File: src/rtl/demux_1x2_8bit_reg_pkg.sv
// demux_1x2_8bit_reg_pkg: shared channel-state enum, select encodings and stats counter width
package demux_1x2_8bit_reg_pkg;
  typedef enum logic {CH_EMPTY = 1'b0, CH_FULL = 1'b1} ch_state_t;
  localparam logic DEMUX_SEL_A = 1'b0;
  localparam logic DEMUX_SEL_B = 1'b1;
  localparam int DEMUX_CNT_W = 16;
endpackage

File: src/rtl/demux_1x2_8bit_reg_out_slot.sv
// demux_out_slot: one-entry output register + EMPTY/FULL FSM (clk, rst_n, load/din in, data/valid out, ready in, free out, cnt out under DEMUX_1X2_STATS_EN)
module demux_out_slot
  import demux_1x2_8bit_reg_pkg::*;
#(
  parameter int WIDTH = 8
) (
  input  logic             clk,
  input  logic             rst_n,
  input  logic             load,
  input  logic [WIDTH-1:0] din,
  input  logic             ready,
  output logic [WIDTH-1:0] data,
  output logic             valid,
  output logic             free
`ifdef DEMUX_1X2_STATS_EN
  ,
  output logic [DEMUX_CNT_W-1:0] cnt
`endif
);
  ch_state_t state;
  logic drain;
  assign valid = state == CH_FULL;
  assign drain = valid && ready;
  assign free  = !valid || ready;
  always_ff @(posedge clk) begin
    if (!rst_n) begin
      state <= CH_EMPTY;
      data  <= '0;
    end else if (load) begin
      state <= CH_FULL;
      data  <= din;
    end else if (drain) begin
      state <= CH_EMPTY;
    end
  end
`ifdef DEMUX_1X2_STATS_EN
  always_ff @(posedge clk) begin
    if (!rst_n) cnt <= '0;
    else if (drain) cnt <= cnt + 1'b1;
  end
`endif
endmodule

File: src/rtl/demux_1x2_8bit_reg.sv
// demux_1x2_8bit_reg: registered 1-to-2 valid/ready demux (i_clk, i_rst_n, IN/Sel/in_valid/in_ready in, OUT_A/a_valid/a_ready and OUT_B/b_valid/b_ready out, cnt_a/cnt_b under DEMUX_1X2_STATS_EN)
module demux_1x2_8bit_reg
  import demux_1x2_8bit_reg_pkg::*;
#(
  parameter int WIDTH = 8
) (
  input  logic             i_clk,
  input  logic             i_rst_n,
  input  logic [WIDTH-1:0] IN,
  input  logic             Sel,
  input  logic             in_valid,
  output logic             in_ready,
  output logic [WIDTH-1:0] OUT_A,
  output logic             a_valid,
  input  logic             a_ready,
  output logic [WIDTH-1:0] OUT_B,
  output logic             b_valid,
  input  logic             b_ready
`ifdef DEMUX_1X2_STATS_EN
  ,
  output logic [DEMUX_CNT_W-1:0] cnt_a,
  output logic [DEMUX_CNT_W-1:0] cnt_b
`endif
);
  logic a_free, b_free, accept;
  assign in_ready = i_rst_n && (Sel == DEMUX_SEL_B ? b_free : a_free);
  assign accept   = in_valid && in_ready;
  demux_out_slot #(.WIDTH(WIDTH)) u_a (
    .clk(i_clk), .rst_n(i_rst_n), .load(accept && Sel == DEMUX_SEL_A), .din(IN),
    .ready(a_ready), .data(OUT_A), .valid(a_valid), .free(a_free)
`ifdef DEMUX_1X2_STATS_EN
    , .cnt(cnt_a)
`endif
  );
  demux_out_slot #(.WIDTH(WIDTH)) u_b (
    .clk(i_clk), .rst_n(i_rst_n), .load(accept && Sel == DEMUX_SEL_B), .din(IN),
    .ready(b_ready), .data(OUT_B), .valid(b_valid), .free(b_free)
`ifdef DEMUX_1X2_STATS_EN
    , .cnt(cnt_b)
`endif
  );
endmodule

File: config.mk
export PLATFORM = sky130hd
export DESIGN_NAME = demux_1x2_8bit_reg
export DESIGN_NICKNAME = d
export VERILOG_FILES = /design/src/rtl/demux_1x2_8bit_reg_pkg.sv /design/src/rtl/demux_1x2_8bit_reg_out_slot.sv /design/src/rtl/demux_1x2_8bit_reg.sv
export SDC_FILE = /design/constraint.sdc
export NUM_CORES = 1
export LEC_CHECK = 0
export BUFFER_PORTS_ARGS = -buffer_cell sky130_fd_sc_hd__buf_2
export CORE_MARGIN = 2
export CORE_UTILIZATION = 35
export CTS_BUF_LIST = sky130_fd_sc_hd__clkbuf_8
export CTS_CLUSTER_SIZE = 8
export DETAILED_ROUTE_END_ITERATION = 10
export GPL_TIMING_DRIVEN = 0
export SLEW_MARGIN = 30
export SYNTH_ARGS = -nofsm -noshare
export SYNTH_HDL_FRONTEND = slang
export SYNTH_HIERARCHICAL = 1
export SYNTH_SLANG_ARGS = --single-unit
File: constraint.sdc
create_clock -name i_clk -period 1.83 [get_ports i_clk]
set_clock_uncertainty 0.2 [all_clocks]
set_input_delay 0.0915 -clock i_clk [delete_from_list [all_inputs] [get_ports i_clk]]
set_output_delay 0.0915 -clock i_clk [all_outputs]
set_load 0.005 [all_outputs]
-- Word level (Yosys, flattened, before mapping)
Index checks and enable logic that the tools add are counted.
- memory bits (read-only): 0
- flip-flop bits (word level): 18
- bits of input ports: 14
- memories: 0
- bits in writable memories: 0
- word-level logic and storage cells: 22
- latch bits: 0
- div/mod/pow operators: 0
- multiplexer cells: 5
- reductions and logical operators: 12
- multiply operators: 0
- equal/unequal tests: 0
- $lt $le $gt $ge: 0
- shift-type cells: 0
- bitwise gates (word level): 1
- add/sub/neg operators: 0
- operators with widths (cell ; count):
    logical AND 1 bit ; 6
    2-to-1 mux 1 bit ; 5
    nonzero test 2 bit ; 2
    zero test 1 bit ; 2
    logical OR 1 bit ; 2
    inverter 1 bit ; 1

-- Longest topological paths before layout
- depth in word-level cells: 7
- gate-level depth with buffers: 6
- mapped depth without buffers: 5

-- By module
Netlist, hierarchy kept.
- modules (own cells, without submodules) (module ; times used ; sequential area each (um2) ; area each (um2) ; cells an instance):
    demux_out_slot ; 2 ; 180.2 ; 339.1 ; 29
    demux_1x2_8bit_reg ; 1 ; 0.0 ; 40.0 ; 6

-- Least setup slack after synthesis
Ideal clock, no wire load.
- path type: reg2reg
- from: register u_a.state (netlist: u_a/valid)
- to: register u_a.data[0]
- setup slack: 0.533 ns
- buffers on the path: 1
- stages on the path, launching flop included: 7
- setup time: 0.116 ns
- data arrival time: 0.981 ns
- cell sequence: dfxtp_1 > nand2b_1 > nand2b_4 > nor2_1 > buf_6 > mux2i_1 > nor2b_1
- word-level cells in the longest chain between the ends: 6
- ends and longest elaborated chain (element ; RTL line ; source):
    from (decl) ; demux_1x2_8bit_reg_out_slot.sv:20 ; ch_state_t state;
    from (signal assigned) ; demux_1x2_8bit_reg_out_slot.sv:27 ; state <= CH_EMPTY;
    from (signal assigned) ; demux_1x2_8bit_reg_out_slot.sv:30 ; state <= CH_FULL;
    from (signal assigned) ; demux_1x2_8bit_reg_out_slot.sv:33 ; state <= CH_EMPTY;
    zero test 1 bit ; demux_1x2_8bit_reg_out_slot.sv:24 ; assign free = !valid || ready;
    logical OR 1 bit ; demux_1x2_8bit_reg_out_slot.sv:24 ;
    net a_free ; demux_1x2_8bit_reg.sv:25 ; logic a_free, b_free, accept;
    2-to-1 mux 1 bit ; demux_1x2_8bit_reg.sv:26 ; assign in_ready = i_rst_n && (Sel == DEMUX_SEL_B ? b_free : a_free);
    logical AND 1 bit ; demux_1x2_8bit_reg.sv:26 ;
    logical AND 1 bit ; demux_1x2_8bit_reg.sv:27 ; assign accept = in_valid && in_ready;
    logical AND 1 bit ; demux_1x2_8bit_reg.sv:29 ; .clk(i_clk), .rst_n(i_rst_n), .load(accept && Sel == DEMUX_SEL_A), .din(IN),
    to (signal assigned) ; demux_1x2_8bit_reg_out_slot.sv:31 ; data <= din;
    to (decl) ; demux_1x2_8bit_reg_out_slot.sv:12 ; output logic [WIDTH-1:0] data,
The timed path passes the listed nets, and every way through them passes these cells.
A chain may end at the register's enable or synchronous reset.

-- Worst setup path in the final report
- from: input b_ready
- to: register u_b.data[2]
- word-level cells in the longest chain between the ends: 5
- ends and longest elaborated chain (element ; RTL line ; source):
    from (decl) ; demux_1x2_8bit_reg.sv:18 ; input logic b_ready
    logical OR 1 bit ; demux_1x2_8bit_reg_out_slot.sv:24 ;
    net b_free ; demux_1x2_8bit_reg.sv:25 ;
    2-to-1 mux 1 bit ; demux_1x2_8bit_reg.sv:26 ;
    logical AND 1 bit ; demux_1x2_8bit_reg.sv:26 ;
    logical AND 1 bit ; demux_1x2_8bit_reg.sv:27 ;
    logical AND 1 bit ; demux_1x2_8bit_reg.sv:36 ; .clk(i_clk), .rst_n(i_rst_n), .load(accept && Sel == DEMUX_SEL_B), .din(IN),
    to (signal assigned) ; demux_1x2_8bit_reg_out_slot.sv:31 ;
    to (decl) ; demux_1x2_8bit_reg_out_slot.sv:12 ;
The timed path passes the listed nets, and every way through them passes these cells.

==> metrics.txt <==
outcome finished clean; GPL Wtd Cong between 0.6 and 0.7; mux cell area share after synthesis between 20% and 30%; Clock Root Buffer clkbuf_8; multi-input logic area roughly 330 um^2; vias per cell a little over 4; # hold bufs at CTS 9; Initial DRC Count 7; max_slew headroom just over 80%; TritonCTS Buffers 3; die area between 0.002 and 0.0025 mm^2; top cell type's share of synthesized area ~50%; Nets between 100 and 150; first-pass GRT wire length 2.30 mm; Post-CTS Setup Bufs 0; # setup viols final 0; critical path launch point type primary input; vias in the first global route between 500 and 600; post-synthesis xor/xnor area fraction 0%; H-tree depth 1; RSZ-0062 raised after global routing no; register area share after synthesis about 50%; Setup CP Type primary input to flop; Die X a little under 50 um; Post-DRT Antenna Nets 0; #FFs+latches synth 18; share of layout cells above drive strength 1 between 30 and 40%; Post-Route WL about 1.4 mm; Hold Crit Class primary input to flop; fillers between 150 and 200; simple-gate share of the synthesized area approximately a fifth; WHS Endpoint u_a/valid; Max clock buf depth 2; total power draw ~0.0008 W; Worst Path Max Fanout 9; final hold vios 0; core area around 0.0019 mm^2; DRT Pass-1 Iters 3; I/O Pins 33; clk slew on worst S/H paths 0.07 ns; Final period util 85.2%; grt ovf 0; Hold Path Stages 3; Final Instance Area ~0.0011 mm^2; Area after DPL 912 um^2; gate count after technology mapping 64; reg2reg start u_b/valid; Worst Setup End Kind flop; DP HPWL about 900 um; hold_sp a_ready; clk_lat worst skew about 0.24 ns; Max Clk Rate around 0.64 GHz; Synth cell types 11; Starting Density between 30% and 40%; # clock sinks 18; max-cap violations 0; Row Count 16; number of instances in the placed design about 120; post-CTS resize count 0; Finished Layout Cells 136; Avg WL per Cell 9.97 um; Vias around 560; Synth Area in Adders 0%; buffers added on ports 32; Required @ worst endpoint 1.77 ns; GRT Total Usage around an eighth; CTS tree done; Ys Warns 6; Layout area overhead 47.2%; Leak Pwr between 0.4 and 0.5 nW; Crit path arrival time 1.50 ns; initial antenna violation count 0; post-route DRC violation count 0; Mapped Area around 720 um^2; setup TNS 0 ns; top cells by area, synth dfxtp_1, mux2i_1, nor2b_1, buf_6, a21boi_0; Worst R2R End u_b/data[2]; FF/Latch Area 360 um^2; r2r worst-path depth 6; Final Max Slew Viols 0; fin crit period ~1.6 ns; Synthesized Nets 78; Compound-Gate Fraction of Synth Area approximately 3.7%; largest net degree at the start of global routing 21; R2R Setup Slk 0.45 ns; Power per Cell Area between 700 and 800 mW/mm^2; worst-margin pin slew 0.265 ns; area leader, netlist dfxtp_1; n_diodes 0; chip height about 49 um; Peak VDD IR approximately 550 uV; main combinational cell family by area after synthesis multiplexers; syn avg cell area approximately 11 um^2
## cell type report
class | instances | area share (%)
Sequential cell | 18 | 34.1
Multi-Input combinational cell | 42 | 31.0
Timing Repair Buffer | 41 | 23.7
Clock buffer | 4 | 5.21
Tap cell | 27 | 3.20
Buffer | 2 | 2.13
Inverter | 2 | 0.710
## synthesized netlist by cell type (all sizes together)
master	number
nand2	2
inv	2
dfxtp	18
nor2	2
nor2b	16
nand2b	3
buf	2
mux2i	16
a21boi	3
## metrics by stage
| step | util, % | setup WS [ns] | hold WS, ns |
|---|---|---|---|
| 4_1_cts | 54.4 | 0.273 | 0.0213 |
| 5_1_grt | 54.4 | 0.183 | 0.0460 |
| 6_report | 54.4 | 0.271 | 0.0290 |
| 3_3_place_gp | 47.0 | 0.465 | 0.163 |
| 2_1_floorplan | - | 0.533 | 0.0197 |
| 3_5_place_dp | 47.0 | 0.454 | 0.174 |
## worst max-delay path: stages
cell and delay, ns:
dlygate4sd3_1 0.52, buf_2 0.09, nand2b_1 0.12, nand2_1 0.08, nor2_1 0.14, buf_6 0.18
mux2i_1 0.21, nor2b_1 0.06
## layer usage
metal	global-route usage (%)	part of all wire [%]
met5	0	0
met4	4.29	0
met2	18.2	41
met1	16.4	51
met3	2.45	7.7
## power by group
part | switching (W) | total, W | internal (W)
sequential | 0.00000599 | 0.000411 | 0.000405
combinational | 0.0000383 | 0.0000981 | 0.0000598
clock | 0.000121 | 0.000312 | 0.000190
total | 0.000166 | 0.000821 | 0.000656
## kinds of logic (layout without fill, tap and decap cells)
logic type	after synthesis	count (layout)
multiplexers	16	16
AO/OA/AOI/OAI	3	3
AND/OR/NAND/NOR	23	23
buffers and inverters	4	49
flip-flops	18	18
## worst max-delay path by stage
stage	startpoint	end	slack [ns]	cells past startpoint
after global placement	u_a/valid	u_a/data[0]	0.46	6
after detailed placement	i_rst_n	u_b/data[0]	0.45	6
after CTS	b_ready	u_b/data[0]	0.27	8
after global routing	b_ready	u_b/data[7]	0.18	8
after floorplan	u_a/valid	u_a/data[0]	0.53	6
final	b_ready	u_b/data[2]	0.27	8
## cell usage in the layout (no fill, tap or decap), drive strengths merged
master and n:
inv 2, mux2i 16, buf 34, nand2 2, nor2b 16, clkbuf 4
dlygate4sd3 9, a21boi 3, dfxtp 18, nand2b 3, nor2 2
## state kept, by name (all words and copies together), names as in the netlist
name       flops
u_b/valid      1
u_a/data       8
u_a/valid      1
u_b/data       8
Note: power is estimated with default switching activity, not from simulation.
